--- config.mk ---
export PLATFORM = sky130hd
export DESIGN_NAME = mau_req_arbiter_4b
export DESIGN_NICKNAME = d
export VERILOG_FILES = /design/src/rtl/mau_req_arbiter_4b.sv
export SDC_FILE = /design/constraint.sdc
export NUM_CORES = 1
export LEC_CHECK = 0
export BUFFER_PORTS_ARGS = -buffer_cell sky130_fd_sc_hd__buf_2
export CAP_MARGIN = 20
export CORE_AREA = 2 2 67 69
export DETAILED_ROUTE_END_ITERATION = 7
export DIE_AREA = 0 0 69 71
export PLACE_DENSITY = 0.89
export SLEW_MARGIN = 40
export SYNTH_ARGS = -nofsm -noshare
export SYNTH_HDL_FRONTEND = slang
export SYNTH_SLANG_ARGS = --single-unit
--- constraint.sdc ---
create_clock -name clk -period 7.54 [get_ports clk]
set_clock_uncertainty 0.15 [all_clocks]
set_input_delay 0.754 -clock clk [delete_from_list [all_inputs] [get_ports clk]]
set_output_delay 0.754 -clock clk [all_outputs]
set_load 0.01 [all_outputs]
--- src/rtl/mau_req_arbiter_4b.sv ---
// Shares one 4-bit MAU decode/ALU pipeline among NUM_REQ requesters; tags each issued command and
// steers the in-order results back. Define MAU_ARB_FIXED_PRIO_EN for strict lowest-index priority.
module mau_req_arbiter_4b #(
    parameter int unsigned NUM_REQ         = 2,
    parameter int unsigned MAX_OUTSTANDING = 4
) (
    input  logic                                   clk,
    input  logic                                   rst_n,
    input  logic [NUM_REQ-1:0]                     req_valid,
    output logic [NUM_REQ-1:0]                     req_ready,
    input  logic [4*NUM_REQ-1:0]                   req_op,
    input  logic [4*NUM_REQ-1:0]                   req_a1,
    input  logic [4*NUM_REQ-1:0]                   req_a2,
    input  logic [4*NUM_REQ-1:0]                   req_b1,
    input  logic [4*NUM_REQ-1:0]                   req_b2,
    output logic                                   mau_valid,
    input  logic                                   mau_ready,
    output logic [3:0]                             mau_op,
    output logic [3:0]                             mau_a1,
    output logic [3:0]                             mau_a2,
    output logic [3:0]                             mau_b1,
    output logic [3:0]                             mau_b2,
    input  logic                                   alu_res_valid,
    input  logic [9:0]                             alu_res,
    input  logic                                   alu_carry,
    output logic                                   alu_res_ready,
    output logic [NUM_REQ-1:0]                     rsp_valid,
    input  logic [NUM_REQ-1:0]                     rsp_ready,
    output logic [9:0]                             rsp_data,
    output logic                                   rsp_carry,
    output logic [$clog2(MAX_OUTSTANDING+1)-1:0]   outstanding,
    output logic                                   err_orphan
);

    localparam int unsigned TAG_W = $clog2(NUM_REQ);
    localparam int unsigned PTR_W = (MAX_OUTSTANDING > 1) ? $clog2(MAX_OUTSTANDING) : 1;
    localparam int unsigned CNT_W = $clog2(MAX_OUTSTANDING + 1);

    typedef enum logic {
        S_EMPTY = 1'b0,
        S_FULL  = 1'b1
    } state_t;

    state_t             state;
    state_t             state_next;
    logic [TAG_W-1:0]   rr_ptr;
    logic [TAG_W-1:0]   winner;
    logic               any_valid;
    logic               push;
    logic               pop;
    logic               fifo_empty;
    logic               fifo_full;
    logic [CNT_W-1:0]   count;
    logic [PTR_W-1:0]   wr_ptr;
    logic [PTR_W-1:0]   rd_ptr;
    logic [TAG_W-1:0]   head_tag;
    logic [TAG_W-1:0]   tag_mem [MAX_OUTSTANDING];
    int                 cand;

    assign fifo_empty  = (count == '0);
    assign fifo_full   = (count == CNT_W'(MAX_OUTSTANDING));
    assign head_tag    = tag_mem[rd_ptr];
    assign outstanding = count;
    assign mau_valid   = (state == S_FULL);

    // Round-robin pick: scan downward so the candidate closest to rr_ptr is written last and wins.
    always_comb begin
        winner    = '0;
        any_valid = 1'b0;
        cand      = 0;
        for (int k = int'(NUM_REQ) - 1; k >= 0; k--) begin
            cand = int'(rr_ptr) + k;
            if (cand >= int'(NUM_REQ)) begin
                cand = cand - int'(NUM_REQ);
            end
            if (req_valid[cand]) begin
                any_valid = 1'b1;
                winner    = TAG_W'(cand);
            end
        end
    end

    // Issue slot next-state; a capture is allowed when the slot is empty or being drained this cycle.
    always_comb begin
        state_next = state;
        push       = 1'b0;
        req_ready  = '0;
        if (any_valid && !fifo_full && ((state == S_EMPTY) || mau_ready)) begin
            push              = 1'b1;
            req_ready[winner] = 1'b1;
            state_next        = S_FULL;
        end else if ((state == S_FULL) && mau_ready) begin
            state_next = S_EMPTY;
        end
    end

    always_ff @(posedge clk or negedge rst_n) begin
        if (!rst_n) begin
            state <= S_EMPTY;
        end else begin
            state <= state_next;
        end
    end

    always_ff @(posedge clk or negedge rst_n) begin
        if (!rst_n) begin
            mau_op <= '0;
            mau_a1 <= '0;
            mau_a2 <= '0;
            mau_b1 <= '0;
            mau_b2 <= '0;
        end else if (push) begin
            mau_op <= req_op[{winner, 2'b00} +: 4];
            mau_a1 <= req_a1[{winner, 2'b00} +: 4];
            mau_a2 <= req_a2[{winner, 2'b00} +: 4];
            mau_b1 <= req_b1[{winner, 2'b00} +: 4];
            mau_b2 <= req_b2[{winner, 2'b00} +: 4];
        end
    end

    always_ff @(posedge clk or negedge rst_n) begin
        if (!rst_n) begin
            rr_ptr <= '0;
        end else begin
`ifdef MAU_ARB_FIXED_PRIO_EN
            rr_ptr <= '0;
`else
            if (push) begin
                rr_ptr <= (winner == TAG_W'(NUM_REQ - 1)) ? '0 : winner + TAG_W'(1);
            end
`endif
        end
    end

    // Response routing: results belong to the oldest tag; orphans are drained without a target.
    always_comb begin
        rsp_valid = '0;
        if (alu_res_valid && !fifo_empty) begin
            rsp_valid[head_tag] = 1'b1;
        end
        alu_res_ready = fifo_empty ? alu_res_valid : rsp_ready[head_tag];
        rsp_data      = alu_res;
        rsp_carry     = alu_carry;
    end

    assign pop = alu_res_valid && alu_res_ready && !fifo_empty;

    always_ff @(posedge clk) begin
        if (push) begin
            tag_mem[wr_ptr] <= winner;
        end
    end

    always_ff @(posedge clk or negedge rst_n) begin
        if (!rst_n) begin
            wr_ptr     <= '0;
            rd_ptr     <= '0;
            count      <= '0;
            err_orphan <= 1'b0;
        end else begin
            if (push) begin
                wr_ptr <= (wr_ptr == PTR_W'(MAX_OUTSTANDING - 1)) ? '0 : wr_ptr + PTR_W'(1);
            end
            if (pop) begin
                rd_ptr <= (rd_ptr == PTR_W'(MAX_OUTSTANDING - 1)) ? '0 : rd_ptr + PTR_W'(1);
            end
            count <= count + CNT_W'(push) - CNT_W'(pop);
            if (alu_res_valid && fifo_empty) begin
                err_orphan <= 1'b1;
            end
        end
    end

endmodule

=== Word level (Yosys, flattened, before mapping) ===
Memory sizes are Yosys's and may differ from the RTL's.
Index checks and enable logic that the tools add are counted.
Widths: inputs -> output; s select.

* Shift-type cells: 5
* Add/sub/neg operators: 8
* Eq/ne operators: 3
* Divide/modulo/power cells: 0
* Muxes and demuxes: 29
* Reduce and logical (&&, ||, !) cells: 14
* Magnitude comparators: 8
* Bitwise operators: 1
* $mul: 0

{| class="wikitable"
|+ Operator list
! cell !! count
|-
| $lt 32x3->1 const B || 2
|-
| $mux 32 || 2
|-
| $shiftx 8x4->4 || 5
|-
| $mux 1 || 21
|-
| $logic_and 1x1->1 || 9
|-
| $mux 2 || 4
|-
| $add 2x1->2 const B || 2
|-
| $eq 2x2->1 const B || 2
|-
| $lt 1x2->1 const B || 2
|-
| $add 3x1->3 || 1
|-
| $eq 3x3->1 const B || 1
|-
| $logic_not 3->1 || 1
|-
| $sub 1x2->3 const B || 1
|-
| $sub 2x2->3 const B || 1
|-
| $sub 3x1->3 || 1
|-
| $add 1x1->2 const B || 1
|-
| $demux 1 s1 || 2
|-
| $ge 1x1->1 const B || 2
|-
| $ge 1x2->1 const B || 1
|-
| $ge 2x2->1 const B || 1
|-
| $logic_not 1->1 || 2
|-
| $reduce_bool 2->1 || 1
|-
| $add 1x1->1 const B || 1
|-
| $logic_or 1x1->1 || 1
|-
| $not 1->1 || 1
|}

* Memories: 1
* Output and inout bits: 41
* Memory bits (writable): 4
* Bits in read-only memories: 0
* Register bits after elaboration: 30
* Bits in latches: 0
* Logic and storage cells: 80
* Input port bits: 59

{| class="wikitable"
|+ Memories
! name !! depth !! bits a word !! read ports !! clocked after memory_dff !! write ports !! RTL line !! source
|-
| tag_mem || 4 || 1 || 1 || 0 || 1 || 57 || <nowiki>logic [TAG_W-1:0] tag_mem [MAX_OUTSTANDING];</nowiki>
|}

=== Depth between registers and ports, before layout ===
Gate-level depths: netlist of run 1.

* Depth in word-level cells: 13
* Depth in mapped cells: 11
* Depth with buffers taken out: 10

=== Worst setup path after synthesis of run 1 ===
No wires, ideal clock.

* Path kind: input -> register
* From: input port req_valid[1]
* To: register count[2] (netlist: outstanding[2])
* Setup slack: 4.715 ns
* Required time: 7.260 ns
* Stages: 11
* Setup time: 0.130 ns
* Arrival time: 2.545 ns
* Buffers on the path: 1
* Cell sequence: or2_2 -> and3_1 -> buf_2 -> inv_1 -> ha_1 -> inv_1 -> ha_1 -> inv_1 -> fa_1 -> xnor2_1 -> xnor2_1

* Word-level cells in the longest chain between the ends: 10
* Elaborated cells between the ends (all ways): 13
* Those cells by class: add/sub: 2; mux: 9; reduce/logical: 2

{| class="wikitable"
|+ RTL lines
! element !! RTL line !! source
|-
| start, declared || 9 || <nowiki>input logic [NUM_REQ-1:0] req_valid,</nowiki>
|-
| $mux 1 (not written as such) (3 in series) || 76 || <nowiki>if (req_valid[cand]) begin</nowiki>
|-
| $mux 1 || 76 ||
|-
| $mux 1 (*) || 76 ||
|-
| $logic_and 1x1->1 (*) (2 in series) || 88 || <nowiki>if (any_valid && !fifo_full && ((state == S_EMPTY) || mau_ready)) begin</nowiki>
|-
| $mux 1 (*) || 88 ||
|-
| $add 3x1->3 (*) || 167 || <nowiki>count <= count + CNT_W'(push) - CNT_W'(pop);</nowiki>
|-
| $sub 3x1->3 (*) || 167 ||
|-
| end signal, assigned || 167 ||
|-
| end, declared || 53 || <nowiki>logic [CNT_W-1:0] count;</nowiki>
|}

Mark *: on every way between the ends. The rest lies on a longest branch, timed or not. The select of a mux whose other input is x is not followed.
A chain may end at the register's enable or synchronous reset.

=== Final worst setup path of run 1 ===
Same ends and word-level chain as after synthesis.

==> metrics.md, run 1 <==
| Metric | Value |
|---|---|
| # hold bufs at CTS | 0 |
| YS warnings | 0 |
| Slowest cell on crit path | and3_2 |
| Setup slack after layout | 4018 ps |
| Dpl ws | 3739 ps |
| DR iter-0 viols | 58 |
| H-tree levels | 2 |
| Ranking of synthesized cells by area | dfrtp_1 38%, a31oi_1 13%, nand3b_1 7.6%, edfxtp_1 6.1%, o21ai_0 5.1% |
| Row cnt | 24 |
| Die Wd | 69 microns |
| Post-synthesis sequential area ratio | 0.4430 |
| Cells along the critical path | buf_2, or2_2, and3_2, inv_1, ha_1, inv_1, ha_1, inv_1, fa_1, xnor2_1, xnor2_1 |
| Post-route ant nets | 0 |
| Hpwl dp | 3266 microns |
| GRT overflow | 0 |
| Fillers | 373 |
| Post-Route WL | 4609 microns |
| Resized cells post-CTS | 0 |
| Max Slew Vio Count | 0 |
| Layout cells sized above 1 | 0.3865 |
| Core footprint | 4204 sq um |
| Clk root buf | clkbuf_8 |
| DR WL/cell | 15.21 microns |
| Vias | 1736 |
| Ys flop type | dfrtp_1 |
| Post-CTS Repair Setup Buffers | 0 |
| Min-delay worst type | in2async |
| Leakage | 1.077 nW |
| Area growth, synth to finish | 20.75% |
| Top cells by count, synth | 40 x a31oi_1, 30 x dfrtp_1, 20 x nand3b_1, 20 x o21ai_0, 14 x clkbuf_1 |
| Power density cells | 382.1 nW/um^2 |
| Worst path max stage delay | 610 ps |
| TritonRoute pass-1 iters | 4 |
| Tmin final | 3522 ps |
| Clock Path Buffers | 2 |
| First-pass GRT wire length | 7734 microns |
| VDD IR max | 0.1188 mV |
| Count leader, synth | a31oi_1 |
| Critical path data required time | 7610 ps |
| Max frequency | 283.9 MHz |
| Syn_area_per_cell | 10.13 sq um |
| Critical path type | in2reg |
| Final setup viols | 0 |
| Clk sinks | 34 |
| Synth unique cells | 30 |
| Vias per inst | 5.729 |
| Max Cap Violations | 0 |
| GPL Wtd Cong | 0.7492 |
| Synthesized Nets | 261 |
| Synth top area share | 0.3819 |
| Initial Utilization | 0.4676 |
| Cell mode on critical path | inv_1 |
| Setup TNS | 0 ps |
| Post-Synthesis Cells | 194 |
| Overall power | 0.9070 mW |
| Die Area | 4899 sq um |
| WHS | 326.1 ps |
| Initial antenna violation count | 0 |
| # IOs | 100 |
| R2R Setup Slk | 4150 ps |
| DRC viols | 0 |
| Seq cells post-synth | 34 |
| Synthesized area | 1966 sq um |
| Clock latency on the worst-skew pair | 290 ps |
| Max Fanout on Critical Path | 28 |
| Die height | 71 microns |
| Yosys top cell by area | dfrtp_1 |
| Fin nets | 317 |
| RSZ-0062 raised after global routing | no |
| CP Capture Type | flip-flop |
| Antenna diodes | 0 |
| Critical Path AT | 3590 ps |
| IO buf count | 77 |
| Asr flop ratio synth | 0.8824 |
| GRT Util Overall | 0.1988 |
| Post-route cell area | 2374 sq um |
| DP Area | 2262 sq um |
| Cts bufs inserted | 5 |
| Nature of the critical path startpoint | input pin |
| Number of synthesized flops with an enable pin | 4 |
| CTS tree | done |
| Largest net degree at the start of global routing | 42 |
| Rel. slew slack | 0.5477 |
| Final hold vios | 0 |
| Status | finished clean |
| Worst-path clk slew | 70 ps |
| Vias in the first global route | 1689 |
| Slew @ Worst Pin | 678.5 ps |
| Final worst-path cycle share | 0.4672 |
[final timing paths]
| kind | to | from | depth (start not counted) |
|---|---|---|---|
| max | outstanding[2] | req_valid[1] | 11 |
| min | rd_ptr[0] | rst_n | 1 |
| max reg2reg | outstanding[2] | outstanding[2] | 10 |
| min reg2reg | err_orphan | err_orphan | 1 |
| max in group asynchronous | mau_op[0] | rst_n | 1 |
| min in group clk | err_orphan | err_orphan | 1 |
[worst max-delay path: cells and delay by family]
kind / cells / cell delay (ps)
xor+xnor: 2 / 340
fa+ha+maj: 3 / 810
buf+inv: 4 / 610
simple gates: 2 / 1060
[report_power, final]
group	switching, mW	internal [mW]
clock network	0.0701	0.0972
registers	0.0667	0.272
logic	0.209	0.192
[cell families (layout without fill, tap and decap cells)]
logic type / Yosys count / in the layout / share of synthesized area
AO/OA/AOI/OAI: 64 / 64 / 0.1935
flip-flops: 34 / 34 / 0.4430
buffers and inverters: 37 / 94 / 0.09993
AND/OR/NAND/NOR: 41 / 41 / 0.1337
XOR/XNOR: 2 / 2 / 0.008913
multiplexers: 8 / 8 / 0.06620
adder cells (fa/ha/maj): 8 / 8 / 0.05474
[state kept, by name, indices dropped and copies added (netlist names), 2 cells and up]
| name | flops |
|---|---|
| rd_ptr | 2 |
| mau_a1 | 4 |
| tag_mem | 4 |
| mau_op | 4 |
| outstanding | 3 |
| mau_b2 | 4 |
| mau_a2 | 4 |
| mau_b1 | 4 |
| wr_ptr | 2 |
[per-stage QoR]
step,utilization,cells
2_1_floorplan,-,194
3_3_place_gp,0.5366,295
3_5_place_dp,0.5381,295
4_1_cts,0.5640,303
5_1_grt,0.5646,303
6_report,0.5646,303
[per-layer routing]
metal | share of wire | track usage
met1 | 0.41 | 0.2482
met4 | 0.023 | 0.08715
met2 | 0.50 | 0.3269
met3 | 0.072 | 0.05271
met5 | 0 | 0
[layout by cell type (no fill, tap or decap)]
master,count
nor2b_4,1
o311ai_0,2
mux4_2,1
mux2_4,5
nor2_1,6
xnor2_1,2
ha_1,7
bufinv_16,1
a21oi_1,1
nand2b_1,1
nand2b_2,1
inv_1,9
a31oi_1,40
and3_2,2
o21bai_1,1
nand2_1,3
mux2i_1,1
and2_1,4
or3b_1,1
fa_1,1
clkinv_2,2
edfxtp_1,4
nand3b_1,20
dfrtp_1,30
mux2i_4,1
o21ai_0,20
clkbuf_8,5
or3_1,1
buf_2,77
or2_2,1
[final cells by class]
cell class                      instances  area (sq um)  share of cell area
Clock buffer                            5         68.82             0.02899
Timing Repair Buffer                   77         385.4              0.1624
Clock inverter                          3         40.04             0.01687
Multi-Input combinational cell        123         909.6              0.3832
Sequential cell                        34         870.8              0.3669
Tap cell                               52         65.06             0.02741
Inverter                                9         33.78             0.01423
Power figures use the tool's default switching activity.
==> run 2: changes to the inputs <==
- CORE_AREA: 2 2 67 69 -> 2 2 70 72
- DIE_AREA: 0 0 69 71 -> 0 0 72 74
- PLACE_DENSITY: 0.89 -> 0.82
- clock period: 7.54 -> 3.5 ns (I/O delays scaled with it)
==> metrics.md, run 2 (same netlist as run 1, synthesis figures left out) <==
| Metric | Value |
|---|---|
| Max Slew Vio Count | 0 (unchanged) |
| Finished Core Util | 0.5214 (-0.04322) |
| Worst-path clk slew | 70 ps (about the same) |
| Clock share of power | 0.156 (-0.029) |
| Fillers | 428 (+15%) |
| Max Cap Violations | 0 (unchanged) |
| Row cnt | 25 (+4.2%) |
| Hpwl dp | 3322 microns (+1.7%) |
| Max frequency | 360.6 MHz |
| RSZ-0062 raised after global routing | no |
| Antenna diodes | 0 (unchanged) |
| Nature of the critical path startpoint | flip-flop |
| Clk sinks | 34 (unchanged) |
| First-pass GRT wire length | 7355 microns (-4.9%) |
| Cts bufs inserted | 5 (unchanged) |
| CTS tree | done |
| Layout cells sized above 1 | 0.3852 (-0.001240) |
| Initial antenna violation count | 0 (unchanged) |
| Die Area | 5328 sq um (+8.8%) |
| Critical Path AT | 2830 ps (-760 ps) |
| Tmin final | 2773 ps |
| Clock Path Buffers | 2 (unchanged) |
| TritonRoute pass-1 iters | 4 (unchanged) |
| # IOs | 100 (unchanged) |
| Net Sw Power | 0.7301 mW (+110%) |
| Vias | 1707 (-1.7%) |
| Sequential power share | 0.377 (+0.003) |
| GPL Wtd Cong | 0.7345 (-2.0%) |
| Core footprint | 4598 sq um (+9.4%) |
| Final setup viols | 0 (unchanged) |
| Largest net degree at the start of global routing | 42 (unchanged) |
| VDD IR max | 0.2889 mV (+140%) |
| Status | finished clean |
| Vias in the first global route | 1587 (-6.0%) |
| DR WL/cell | 14.86 microns (-2.3%) |
| Internal power | 1.174 mW (+110%) |
| Die Wd | 72 microns (+4.3%) |
| Initial Utilization | 0.4275 (-0.04008) |
| Clk root buf | clkbuf_8 |
| Power density cells | 794.1 nW/um^2 (+110%) |
| Vias per inst | 5.489 (-4.2%) |
| Logic gate share of total power | 0.467 (+0.025) |
| Slew @ Worst Pin | 659.6 ps (-18.89 ps) |
| Clock latency on the worst-skew pair | 290 ps (about the same) |
| Critical path data required time | 3560 ps (-4050 ps) |
| Leakage | 1.092 nW (+1.4%) |
| CP Capture Type | flip-flop |
| Final hold vios | 0 (unchanged) |
| Sw frac | 0.3835 (+0.002223) |
| Critical R2R Launch | outstanding[1] |
| H-tree levels | 2 (unchanged) |
| Most frequent cells in the layout | 77 x buf_2, 40 x a31oi_1, 30 x dfrtp_1 |
| DRC viols | 0 (unchanged) |
| Resized cells post-CTS | 0 (unchanged) |
| Area growth, synth to finish | 21.96% |
| Critical path type | reg2reg |
| IO buf count | 77 (unchanged) |
| Hold_sp | req_b1[2] |
| Setup TNS | 0 ps (unchanged) |
| DR iter-0 viols | 80 (+38%) |
| Max Fanout on Critical Path | 22 (-21%) |
| GRT overflow | 0 (unchanged) |
| Rel. slew slack | 0.5603 (+0.01259) |
| Post-route ant nets | 0 (unchanged) |
| Final worst-path cycle share | 0.7923 |
| Fin nets | 323 (+1.9%) |
| Min-delay worst type | in2reg |
| Die height | 74 microns (+4.2%) |
| Commonest non-fill, non-tap cell in the layout | buf_2 |
| GRT Util Overall | 0.1798 (-0.01894) |
| Post-Route WL | 4622 microns (+0.28%) |
| Crit path from | outstanding[1] |
-- run 2: path summary, 6_finish.rpt --
path                                        to  slack [ps]  depth (start not counted)
worst max-delay path            outstanding[2]         730                         11
worst min-delay path                 mau_b1[2]         180                          3
worst max register to register  outstanding[2]         730                         11
worst min register to register      err_orphan         340                          1
max in group asynchronous            mau_op[2]        2290                          2
min in group asynchronous       outstanding[2]         470                          2
-- run 2: cell type report --
class / count / area [sq um] / area share
multi-input combinational: 123 / 900.9 / 0.3758
sequential: 34 / 870.8 / 0.3633
timing repair buffer: 83 / 432.9 / 0.1806
clock buffer: 7 / 86.33 / 0.03601
tap: 54 / 67.56 / 0.02818
inverter: 9 / 33.78 / 0.01409
clock inverter: 1 / 5.005 / 0.002088
-- run 2: timing repair --
item	CTS	global route
buffers inserted	0	0
endpoints found under the hold margin	30	0
endpoints found under the setup margin	0	0
hold buffers	1	0
-- run 2: stage by stage --
stage	instance area [sq um]	cells	power, mW	hold WS, ps	worst slack [ps]
global placement	2296	302	1.586	269.8	856.3
floorplan	1966	194	1.317	-95.59	871.7
CTS	2397	311	1.926	171.3	730.9
detailed placement	2296	302	1.621	274.1	756.6
finish	2397	311	1.904	177.6	726.9
global route	2397	311	2.067	186.8	572.1
-- run 2: critical path, stage by stage (launching register included) --
cell,delay [ps]
dfrtp_1,460
or3b_1,400
buf_4,220
and3_1,180
inv_1,100
ha_1,230
inv_1,50
ha_1,120
inv_1,40
fa_1,370
xnor2_1,200
xnor2_1,140
-- run 2: power groups by stage --
stage,logic (mW),clock network [mW],registers [mW]
after floorplan,0.547,0,0.770
after global placement,0.868,0,0.718
after detailed placement,0.894,0,0.727
after CTS,0.901,0.304,0.721
after global routing,1.00,0.320,0.746
final,0.889,0.297,0.718
-- run 2: metal layers --
metal | vias up | global-route usage | share of wire
met1 | 811 | 0.2398 | 0.43
met4 | 0 | 0.06289 | 0.019
met2 | 56 | 0.2860 | 0.49
li1 | 827 | - | -
met5 | - | 0 | 0
met3 | 13 | 0.04878 | 0.063
